==> src/rtl/mc_fifo.sv <==
`default_nettype none
// +----------------------------------------------------------------------------+
// | Module  : mc_fifo                                                          |
// | Brief   : GIN multicast controller: tag/ID match into a small FWFT FIFO,   |
// |           non-matching traffic is acked and dropped. Optional packet       |
// |           counter enabled by macro MC_FIFO_STATS_EN.                       |
// | Revision: 1.0                                                              |
// +----------------------------------------------------------------------------+
module mc_fifo #(
    parameter int DATA_BITWIDTH = 16,
    parameter int TAG_BITWIDTH  = 4,
    parameter int FIFO_DEPTH    = 2
) (
    input  logic                     i_clk,
    input  logic                     i_rst,
    input  logic                     i_cfg_en,
    input  logic [TAG_BITWIDTH-1:0]  i_cfg_id,
    input  logic [TAG_BITWIDTH-1:0]  i_tag,
    input  logic [DATA_BITWIDTH-1:0] i_data,
    input  logic                     i_valid,
    output logic                     o_ready,
    output logic                     o_valid,
    output logic [DATA_BITWIDTH-1:0] o_data,
    input  logic                     i_ready,
    output logic [15:0]              o_pkt_cnt
);

    localparam int c_ptr_w = $clog2(FIFO_DEPTH);
    localparam int c_cnt_w = c_ptr_w + 1;
    localparam logic [c_cnt_w-1:0] c_full    = c_cnt_w'(FIFO_DEPTH);
    localparam logic [c_cnt_w-1:0] c_cnt_one = c_cnt_w'(1);
    localparam logic [c_ptr_w-1:0] c_ptr_one = c_ptr_w'(1);
    localparam logic [TAG_BITWIDTH-1:0] c_bcast = {TAG_BITWIDTH{1'b1}};

    logic [TAG_BITWIDTH-1:0]  r_id;
    logic [DATA_BITWIDTH-1:0] r_mem [FIFO_DEPTH];
    logic [c_ptr_w-1:0]       r_wr_ptr;
    logic [c_ptr_w-1:0]       r_rd_ptr;
    logic [c_cnt_w-1:0]       r_count;

    logic w_match;
    logic w_full;
    logic w_push;
    logic w_pop;

    assign w_match = (i_tag == r_id) || (i_tag == c_bcast);
    assign w_full  = (r_count == c_full);
    // Full blocks matching traffic even if a pop happens this cycle: no ready passthrough.
    assign o_ready = !i_cfg_en && (!w_match || !w_full);
    assign w_push  = i_valid && o_ready && w_match;

    // Gating with i_rst suppresses any output beat during the reset cycle itself.
    assign o_valid = !i_rst && (r_count != '0);
    assign w_pop   = o_valid && i_ready;
    assign o_data  = o_valid ? r_mem[r_rd_ptr] : '0;

    always_ff @(posedge i_clk) begin
        if (i_rst) begin
            r_id <= '0;
        end else if (i_cfg_en) begin
            r_id <= i_cfg_id;
        end
    end

    always_ff @(posedge i_clk) begin
        if (w_push) begin
            r_mem[r_wr_ptr] <= i_data;
        end
    end

    always_ff @(posedge i_clk) begin
        if (i_rst) begin
            r_wr_ptr <= '0;
            r_rd_ptr <= '0;
            r_count  <= '0;
        end else begin
            if (w_push) begin
                r_wr_ptr <= r_wr_ptr + c_ptr_one;
            end
            if (w_pop) begin
                r_rd_ptr <= r_rd_ptr + c_ptr_one;
            end
            if (w_push && !w_pop) begin
                r_count <= r_count + c_cnt_one;
            end else if (w_pop && !w_push) begin
                r_count <= r_count - c_cnt_one;
            end
        end
    end

`ifdef MC_FIFO_STATS_EN
    logic [15:0] r_pkt_cnt;

    always_ff @(posedge i_clk) begin
        if (i_rst || i_cfg_en) begin
            r_pkt_cnt <= '0;
        end else if (w_push && (r_pkt_cnt != 16'hFFFF)) begin
            r_pkt_cnt <= r_pkt_cnt + 16'd1;
        end
    end

    assign o_pkt_cnt = r_pkt_cnt;
`else
    assign o_pkt_cnt = '0;
`endif

endmodule
`default_nettype wire

==> config.mk <==
export PLATFORM = sky130hd
export DESIGN_NAME = mc_fifo
export DESIGN_NICKNAME = d
export VERILOG_FILES = /design/src/rtl/mc_fifo.sv
export SDC_FILE = /design/constraint.sdc
export NUM_CORES = 1
export LEC_CHECK = 0
export ABC_AREA = 1
export CORE_UTILIZATION = 61
export CTS_CLUSTER_DIAMETER = 80
export DETAILED_ROUTE_END_ITERATION = 12
export DONT_BUFFER_PORTS = 1
export PLACE_DENSITY = 0.77
export SLEW_MARGIN = 20
export SYNTH_ARGS = -nofsm -noshare
export SYNTH_HDL_FRONTEND = slang
export SYNTH_SLANG_ARGS = --single-unit
export TNS_END_PERCENT = 50
==> constraint.sdc <==
create_clock -name i_clk -period 2.4 [get_ports i_clk]
set_input_delay 0.36 -clock i_clk [delete_from_list [all_inputs] [get_ports i_clk]]
set_output_delay 0.36 -clock i_clk [all_outputs]
set_load 0.02 [all_outputs]
[Word-level counts from Yosys, hierarchy flattened]
Memories as Yosys holds them, arrays and structs flattened. A register that Yosys moved wholly into a read port is not among the register bits.
Index checks and enable logic that the tools add are counted.
Cells by class
  equal/unequal tests: 3
  reduce and logical (&&, ||, !) cells: 17
  add/subtract/negate cells: 4
  mux-type cells: 7
Operator list (number)
  two-way mux 16 bit: 1
  logical AND 1 bit: 7
  logical NOT 1 bit: 6
  equality test 4 bit: 1
  equality test 4 bit, second input constant: 1
  two-way mux 1 bit: 4
  two-way mux 2 bit: 2
  nonzero test 2 bit: 2
  adder 1 bit, second input constant: 2
  adder 2 x 1 -> 2 bit, second input constant: 1
  equality test 2 bit, second input constant: 1
  logical OR 1 bit: 2
  subtractor 2 x 1 -> 2 bit, second input constant: 1
Storage, ports and cells
  logic and storage cells: 36
  memory bits (writable): 32
  input port bits: 29
  memories kept: 1
  flip-flop bits (word level): 8
  output and inout port bits: 34
Memory list
  r_mem: depth 2, bits a word 16, read ports 1, clocked after Yosys merged registers in 1, write ports 1, RTL line 36  | logic [DATA_BITWIDTH-1:0] r_mem [FIFO_DEPTH];

[Logic depth before layout (Yosys ltp)]
Gate-level depths: netlist of run 1.
  word-level depth: 11
  mapped depth: 13
  mapped depth without buffers: 13

[Worst setup path after synthesis of run 1]
No wires, ideal clock.
  path type: input-to-reg
  from: input port i_tag[1]
  to: memory r_mem[0][0], enable pin
  path slack: 454 ps
  stages: 8
  arrival time: 1558 ps
  buffers on the path: 0
  required time: 2012 ps
  setup time: 388 ps
  cell sequence: inv_1 > nand2_1 > nand2_1 > nor2_1 > nand2_1 > nand2_1 > nand4_1 > nor2_1
On the way
  word-level cells in the longest chain between the ends: 9
  elaborated cells between the ends (all ways): 10
  classes of those cells: eq/ne: 2; mux: 2; reduce/logical: 6
RTL lines
  start, declared: RTL line 18  | input logic [TAG_BITWIDTH-1:0] i_tag,
  equality test 4 bit: RTL line 46  | assign w_match = (i_tag == r_id) || (i_tag == c_bcast);
  logical OR 1 bit *: RTL line 46
  logical NOT 1 bit: RTL line 49  | assign o_ready = !i_cfg_en && (!w_match || !w_full);
  logical OR 1 bit: RTL line 49
  logical AND 1 bit: RTL line 49
  logical AND 1 bit: RTL line 50  | assign w_push = i_valid && o_ready && w_match;
  logical AND 1 bit *: RTL line 50
  two-way mux 1 bit *: RTL line 66  | if (w_push) begin
  two-way mux 1 bit (not written as such) *: RTL line 67  | r_mem[r_wr_ptr] <= i_data;
  end, declared: RTL line 36
Every way passes the cells marked *; elsewhere a longest branch is shown, timed or not.

==> out/metrics.cfg, run 1 <==
[logic_synthesis]
synth_cell_types = 22
ys_seq_area_share_pct = 60.5
ys_seq_elements = 41
avgSynthCellArea_sq_um = 11.1
synth_area_leader_cell = edfxtp_1
yosys-top-cells-area = edfxtp_1 (51%), dfxtp_1 (9.6%), mux2_2 (9.6%)
ys_top_cells_by_count = nand2_1 (33), edfxtp_1 (32), inv_1 (27), buf_4 (17), mux2_2 (16)
synthDominantCellAreaShare_pct = 51.0
netlist_area_sq_um = 1890
synth_cells = 170
postSynth.asyncResetShare_pct = 0
synth.most_common_cell = nand2_1
synthFlopType = edfxtp_1
yosys_warnings = 0
synth-edff-count = 32

[die]
core.rowCount = 19
fp.coreArea_sq_um = 2850
start_util_pct = 66.1
die_area_sq_um = 3320
chipWidth_um = 57.6
die_h_um = 57.6
io_pins = 63

[sta]
setup_violations = 0
max_freq_mhz = 485
fin_skew_ns = 0.00474
worst-slew-pin-transition_ns = 0.675
period_share_pct = 85.9
finalSetupTns_ns = 0
hold_viol_final = 0
rsz0062_at_grt = no
maxSlewViolCount = 0
slew_headroom_pct = 55.0
fin_crit_ns = 2.06

[power]
cellPowerDensity_nw_per_um2 = 690
p_leak_uw = 0.000851
ir_worst_vdd_mv = 0.566

[run_status]
violations = DRC
outcome = complete, but fails checks

[global_route]
grt_pass1_vias = 1037
grt_max_degree = 18
overflow = 0
grt_use_total_pct = 18.6
antenna_found_initial = 0
grt_pass1_wl_um = 4300

[min_path]
worstHoldPathType = input port to flip-flop

[cts]
cts_buffers = 5
post_cts_resized = 0
path_clk_slew_ns = 0.11
clk_latency_ns = 0.34
ctsRootBufferMaster = clkbuf_4
post-cts-setup-buffers = 0
htreeDepth = 2
cts_sinks = 41
clockBufferDepth = 2
cts_tree = built
postCtsHoldBufs = 0

[cells_and_area]
num-fill-cells = 236
instances_no_fill = 207
syn_to_final_growth_pct = 2.65
final_nets = 205
final_util_pct = 67.9
drive_above_1_share_pct = 16.5
antenna_cells = 0

[critical_path]
criticalPathCategory = flip-flop to output pin
cp-end-kind = output pin
cp-start-kind = flip-flop
cp.required_ns = 2.04
cp_max_fo = 16
cp.arrival_ns = 1.70

[detailed_routing]
viasPerCell = 5.02
drtAntennaViolNets = 0
routed_wl_um = 2780
drcViolationCount = 5
dr.pass1.iters = 8
vias = 1040
drt_iter0_drc = 52
drt-wirelength-per-cell_um = 13.4

[job]
maxCapViolations = 0

[place]
port_buffers = 0
dp.cells = 199
hpwl_um = 1960
gp_congestion = 0.666

-- critical path: stages, from the launching register on --
cell,delay (ns)
dfxtp_1,0.77
mux2_2,0.41
nand2_1,0.07
inv_1,0.10
-- logic make-up (layout without fill, tap and decap cells) --
family	Yosys count	after routing	synth area share, %
and+or+nand+nor	46	46	9.95
muxes	16	16	9.56
DFF	41	41	60.5
AOI/OAI and AO/OA	15	15	5.57
adders and majority gates	1	1	0.663
other	1	16	0.199
buffers and inverters	50	41	13.5
-- sequential cells by signal, summed over array words and instances (netlist names), named ones only --
signal / count
r_count: 2
r_wr_ptr: 1
r_mem: 32
r_id: 4
r_rd_ptr: 1
-- cells in the final DEF (no fill, tap or decap) --
cell type / count
o21ai_0: 1
or2_1: 1
nand2_4: 1
bufinv_16: 1
a211oi_1: 4
a31oi_1: 1
inv_2: 2
clkbuf_4: 5
a21oi_1: 5
nor2_1: 9
inv_1: 27
nand4_1: 2
buf_4: 3
edfxtp_1: 32
conb_1: 16
clkbuf_1: 1
ha_1: 1
mux2_2: 16
nand2_1: 33
dfxtp_1: 9
clkinv_1: 2
a21oi_4: 1
o21bai_1: 2
o21a_1: 1
-- metal layers --
| layer | up-vias | part of all wire [%] | global-route usage (%) |
|---|---|---|---|
| met4 | 0 | 1.9 | 10.5 |
| met3 | 5 | 8.6 | 9.52 |
| li1 | 531 | - | - |
| met1 | 459 | 38 | 17.5 |
| met5 | - | 0 | 0 |
| met2 | 45 | 52 | 32.4 |
-- cell type report --
type                       instances  area, sq um  area share, %
inverter                          30          113           5.82
clock buffer                       6         41.3           2.13
timing repair buffer               3         22.5           1.16
multi-input combinational         94          546           28.2
tap                               31         38.8           2.00
sequential                        41         1140           59.0
clock inverter                     2         33.8           1.75
-- final timing paths --
check | startpoint | end | slack [ns] | depth (start not counted)
setup / recovery | flip-flop | o_data[11] | 0.34 | 3
hold / removal | i_rst | flip-flop | 0.07 | 1
setup reg to reg | r_id[0] | r_count[1] | 0.59 | 13
hold reg to reg | r_id[2] | r_id[2] | 0.49 | 2
-- power breakdown --
group,leakage (uW),internal (uW),switching [uW]
clock,0.0000399,217,206
sequential,0.000362,780,10.6
combinational,0.000449,35.8,86.0
total,0.000851,1030,303
-- stage by stage --
stage / setup WS [ns] / instance area, sq um / hold slack [ns] / power [uW]
global placement: 0.661 / 1860 / 0.432 / 924
global route: 0.217 / 1940 / 0.0355 / 1390
detailed placement: 0.606 / 1860 / 0.438 / 929
floorplan: 0.454 / 1940 / 0.450 / 936
CTS: 0.294 / 1940 / 0.0570 / 1350
finish: 0.338 / 1940 / 0.0701 / 1340
Power figures use the tool's default switching activity.
==> run 2: changes to the inputs <==
==> constraint.sdc (replaced) <==
create_clock -name i_clk -period 2.4 [get_ports i_clk]
set_input_delay 0.36 -clock i_clk [delete_from_list [all_inputs] [get_ports i_clk]]
set_output_delay 0.36 -clock i_clk [all_outputs]
set_load 0.1 [all_outputs]
==> run 2 against run 1 <==
  * The run still ends with DRC left
  * Clock-buffer cell count up 2
  * Sequential cell count unchanged
  * Hold slack better by 0.015 ns
  * Cell area up 17%
  * Cell count up 9.2%
  * Global-route usage up 2.1 points
  * Worst setup slack better by 0.10 ns
  * Critical path depth up 3
  * Largest cell class unchanged
==> out/metrics.cfg, run 2 (synthesis results as in run 1) <==
[critical_path]
r2r_end = r_count[1]
r2r-start = r_id[0]
cp-start-kind = flip-flop
cp_max_fo = 17
cp-end-kind = output pin
r2r_slack_ns = 0.47
cp.required_ns = 2.04
r2r_cells = 13
cp.arrival_ns = 1.60
criticalPathCategory = flip-flop to output pin

[global_route]
grt_use_total_pct = 20.8
grt_pass1_wl_um = 4850
grt_pass1_vias = 1111
grt_max_degree = 18
grtUsageMet3_pct = 7.03
top_usage_layer = met2
grtUsageMet2_pct = 37.2
grt_use_met1_pct = 21.0
overflow = 0
antenna_found_initial = 0

[cells_and_area]
num-fill-cells = 184
reg_top3 = r_mem x32, r_id x4, r_count x2
layout_common_cells = nand2_1 (33), edfxtp_1 (32), inv_1 (27)
final_common_cell = nand2_1
antenna_cells = 0
syn_to_final_growth_pct = 19.8
drive_above_1_share_pct = 24.6
largest_reg_flops = 32
final_nets = 224
top_register = r_mem

[power]
p_comb_share_pct = 24.7
p_int_uw = 982
swShare_pct = 32.8
cellPowerDensity_nw_per_um2 = 647
p_leak_uw = 0.000985
fin_total_pwr_uw = 1460
p_clk_share_pct = 21.4
p_seq_share_pct = 53.9
p_switching_uw = 480
ir_worst_vdd_mv = 0.473

[detailed_routing]
viasPerCell = 5.15
vias = 1165
dr.pass1.iters = 8
drtAntennaViolNets = 0
drt_iter0_drc = 23
drcViolationCount = 7
routed_wl_um = 3120
drt-wirelength-per-cell_um = 13.8

[cts]
clockBufferDepth = 2
cts_sinks = 41
postCtsHoldBufs = 0
ctsRootBufferMaster = clkbuf_4
clk_latency_ns = 0.33
post-cts-setup-buffers = 0
cts_buffers = 5
cts_tree = built
htreeDepth = 2
path_clk_slew_ns = 0.10
post_cts_resized = 0

[min_path]
min_path_cells = 1
worstHoldPathType = input port to flip-flop
hold_start = i_rst

[place]
gp_congestion = 0.692
hpwl_um = 2370
port_buffers = 0

[sta]
hold_viol_final = 0
fin_crit_ns = 1.96
max_freq_mhz = 510
fin_skew_ns = 0.00553
rsz0062_at_grt = no
setup_violations = 0
maxSlewViolCount = 0
finalSetupTns_ns = 0
period_share_pct = 81.7

[die]
die_h_um = 57.6
start_util_pct = 66.1
core.rowCount = 19
fp.coreArea_sq_um = 2850
io_pins = 63
die_area_sq_um = 3320
chipWidth_um = 57.6

[run_status]
violations = DRC
outcome = complete, but fails checks

[job]
maxCapViolations = 0

[run 2: cell types whose count changed in the layout (fill, tap and decap cells not counted)]
cell       change
a31oi_2        +1
buf_12        +16
clkinv_1       -1
buf_4          +3
a31oi_1        -1
bufinv_16      -1
clkbuf_1       +2
[run 2: how the worst max path moves through the flow]
| stage | start | to | slack, ns |
|---|---|---|---|
| floorplan | i_rst | o_data[1] | 0.06 |
| global placement | i_tag[1] | r_count[1] | 0.69 |
| detailed placement | i_tag[1] | r_count[1] | 0.49 |
| CTS | r_count[1] | o_data[11] | 0.41 |
| global route | r_id[2] | r_count[1] | 0.25 |
| finish | r_count[1] | o_data[2] | 0.44 |
[run 2: power by group through the flow]
stage | sequential, uW | clock, uW | combinational [uW]
2_1_floorplan | 801 | 0 | 310
3_3_place_gp | 802 | 0 | 356
3_5_place_dp | 803 | 0 | 363
4_1_cts | 787 | 320 | 363
5_1_grt | 789 | 349 | 376
6_report | 787 | 313 | 362
[run 2: layer usage]
layer	wire [um]	part of all wire, %
met3	218	7.0
met1	1160	37
met2	1680	54
met4	60	1.9
met5	0	0
[run 2: final cells by class]
| class | instances | area (sq um) | area share, % |
|---|---|---|---|
| Tap cell | 31 | 38.8 | 1.72 |
| Multi-Input combinational cell | 94 | 552 | 24.4 |
| Inverter | 30 | 113 | 4.99 |
| Clock buffer | 8 | 48.8 | 2.16 |
| Sequential cell | 41 | 1140 | 50.5 |
| Timing Repair Buffer | 22 | 365 | 16.2 |
[run 2: critical path, cell delays in order, from the launching register on]
cell	delay, ns
dfxtp_1	0.41
inv_2	0.08
a21oi_4	0.16
buf_4	0.25
nand2_1	0.07
inv_1	0.11
buf_12	0.18
[run 2: metrics by stage]
| stage | cells | setup slack, ns | area (sq um) | utilization, % | hold WS, ns |
|---|---|---|---|---|---|
| floorplan | 185 | 0.0620 | 1950 | - | 0.450 |
| global placement | 218 | 0.688 | 2210 | 77.5 | 0.432 |
| detailed placement | 218 | 0.489 | 2210 | 77.5 | 0.434 |
| CTS | 226 | 0.415 | 2260 | 79.2 | 0.0730 |
| global route | 226 | 0.247 | 2260 | 79.2 | 0.0494 |
| finish | 226 | 0.440 | 2260 | 79.2 | 0.0851 |
==> run 3: changes to the inputs <==
==> constraint.sdc (replaced) <==
create_clock -name i_clk -period 2 [get_ports i_clk]
set_input_delay 0.3 -clock i_clk [delete_from_list [all_inputs] [get_ports i_clk]]
set_output_delay 0.3 -clock i_clk [all_outputs]
set_load 0.1 [all_outputs]
==> run 3 against run 2 <==
  * Sequential share of layout area shrank 1.1 points
  * The run still ends with DRC left
  * Sequential cell count is the same
  * Worst setup slack lost 0.35 ns
  * Total power grew 21%
  * Hold slack lost 0.064 ns
  * Critical path depth shrank 1
  * Wire length grew 2.4%
  * Sequential power grew 20%
==> out/metrics.cfg, run 3 (synthesis results as in run 1) <==
[cells_and_area]
drive_above_1_share_pct = 29.3
top_register = r_mem
reg_top3 = r_mem x32, r_id x4, r_count x2
syn_to_final_growth_pct = 22.8
layout_common_cells = nand2_1 (33), edfxtp_1 (32), inv_1 (23), buf_12 (17)
multi_input_area_sq_um = 552
num-fill-cells = 169
antenna_cells = 0
layout.area.seq_sq_um = 1140
instances_no_fill = 229
final_util_pct = 81.2
final_common_cell = nand2_1
largest_reg_flops = 32
final_nets = 227

[run_status]
violations = DRC
outcome = complete, but fails checks

[sta]
setup_violations = 0
fin_crit_ns = 1.91
max_freq_mhz = 525
fin_ws_ns = 0.0946
rsz0062_at_grt = yes
fin_skew_ns = 0.0142
maxSlewViolCount = 0
period_share_pct = 95.3
hold_viol_final = 0

[detailed_routing]
vias = 1167
routed_wl_um = 3190
drt_iter0_drc = 26
drt-wirelength-per-cell_um = 13.9
drtAntennaViolNets = 0
dr.pass1.iters = 8
drcViolationCount = 7
viasPerCell = 5.10

[power]
p_leak_uw = 0.000968
cellPowerDensity_nw_per_um2 = 764
ir_worst_vdd_mv = 0.575
fin_total_pwr_uw = 1770

[critical_path]
critPathMaxStageDelay_ns = 0.36
cpMaxStageDelayCell = mux2_2
cp_max_fo = 16
worstPathCellList = buf_6 > mux2_2 > nand2_1 > clkinvlp_4 > buf_12
cp-end-kind = output pin
cp.required_ns = 1.70
cp-start-kind = flip-flop
criticalPathCategory = flip-flop to output pin
cp.arrival_ns = 1.61

[place]
hpwl_um = 2380
port_buffers = 0
gp_congestion = 0.713
dp.cells = 218
dp_slack_ns = 0.150

[global_route]
grt_use_met1_pct = 19.1
grtUsageMet2_pct = 39.4
overflow = 0
top_usage_layer = met2
antenna_found_initial = 0
grtUsageMet3_pct = 8.84
grt_pass1_vias = 1173
grt_max_degree = 17
grt_use_total_pct = 20.6
grt_pass1_wl_um = 4910

[die]
fp.coreArea_sq_um = 2850
die_area_sq_um = 3320
chipWidth_um = 57.6
io_pins = 63
die_h_um = 57.6
start_util_pct = 66.1
core.rowCount = 19

[cts]
clk_latency_ns = 0.34
cts_tree = built
clockBufferDepth = 2
htreeDepth = 2
ctsRootBufferMaster = clkbuf_4
path_clk_slew_ns = 0.10
cts_sinks = 41
cts_buffers = 5
postCtsHoldBufs = 0

[job]
maxCapViolations = 0

[min_path]
worstHoldPathType = input port to flip-flop

## run 3: cell types whose count changed in the layout (fill, tap and decap cells not counted), moves of 2 or more
cell        previous run  this run
inv_1                 27        23
dfxtp_1                9         7
dfxtp_2                0         2
clkinvlp_4             0         4
## run 3: per-stage QoR
step / hold WS, ns / TNS [ns] / area (sq um)
after floorplan: 0.399 / -0.155 / 1970
after global placement: 0.372 / 0 / 2220
after detailed placement: 0.372 / 0 / 2220
after CTS: 0.00825 / 0 / 2300
after global routing: 0.00926 / -0.00358 / 2320
final: 0.0213 / 0 / 2320
## run 3: worst paths after layout
| kind | startpoint | end | slack [ns] | cells past startpoint |
|---|---|---|---|---|
| worst max-delay path | flip-flop | o_data[2] | 0.09 | 5 |
| worst min-delay path | i_rst | flip-flop | 0.02 | 1 |
| worst max register to register | r_id[2] | r_count[1] | 0.18 | 13 |
| worst min register to register | r_id[0] | r_id[0] | 0.49 | 2 |
## run 3: power breakdown
group	internal [uW]	total, uW	switching [uW]
clock	137	376	239
sequential	936	945	8.39
combinational	112	449	337
total	1190	1770	584
## run 3: repair_timing
action / 4_1_cts / 5_1_grt
buffers inserted: 2 / 1
setup endpoints to repair: 9 / 12
pin swaps: 1 / 1
gates resized for setup: 0 / 4
## run 3: critical path: cells and delay by family (launching register included)
family	cells	cell delay, ns
DFF	1	0.34
muxes	1	0.36
and+or+nand+nor	1	0.10
buffers and inverters	3	0.47
## run 3: area by class of cell
cell class,count,area share [%]
Multi-Input combinational cell,94,23.8
Clock inverter,1,0.216
Timing Repair Buffer,25,17.5
Inverter,30,5.51
Clock buffer,7,1.94
Sequential cell,41,49.4
Tap cell,31,1.67
## run 3: per-layer routing
| metal | vias to the layer above | share of wire, % |
|---|---|---|
| li1 | 578 | - |
| met1 | 536 | 34 |
| met2 | 49 | 56 |
| met3 | 4 | 8.7 |
| met4 | 0 | 1.2 |
| met5 | - | 0 |
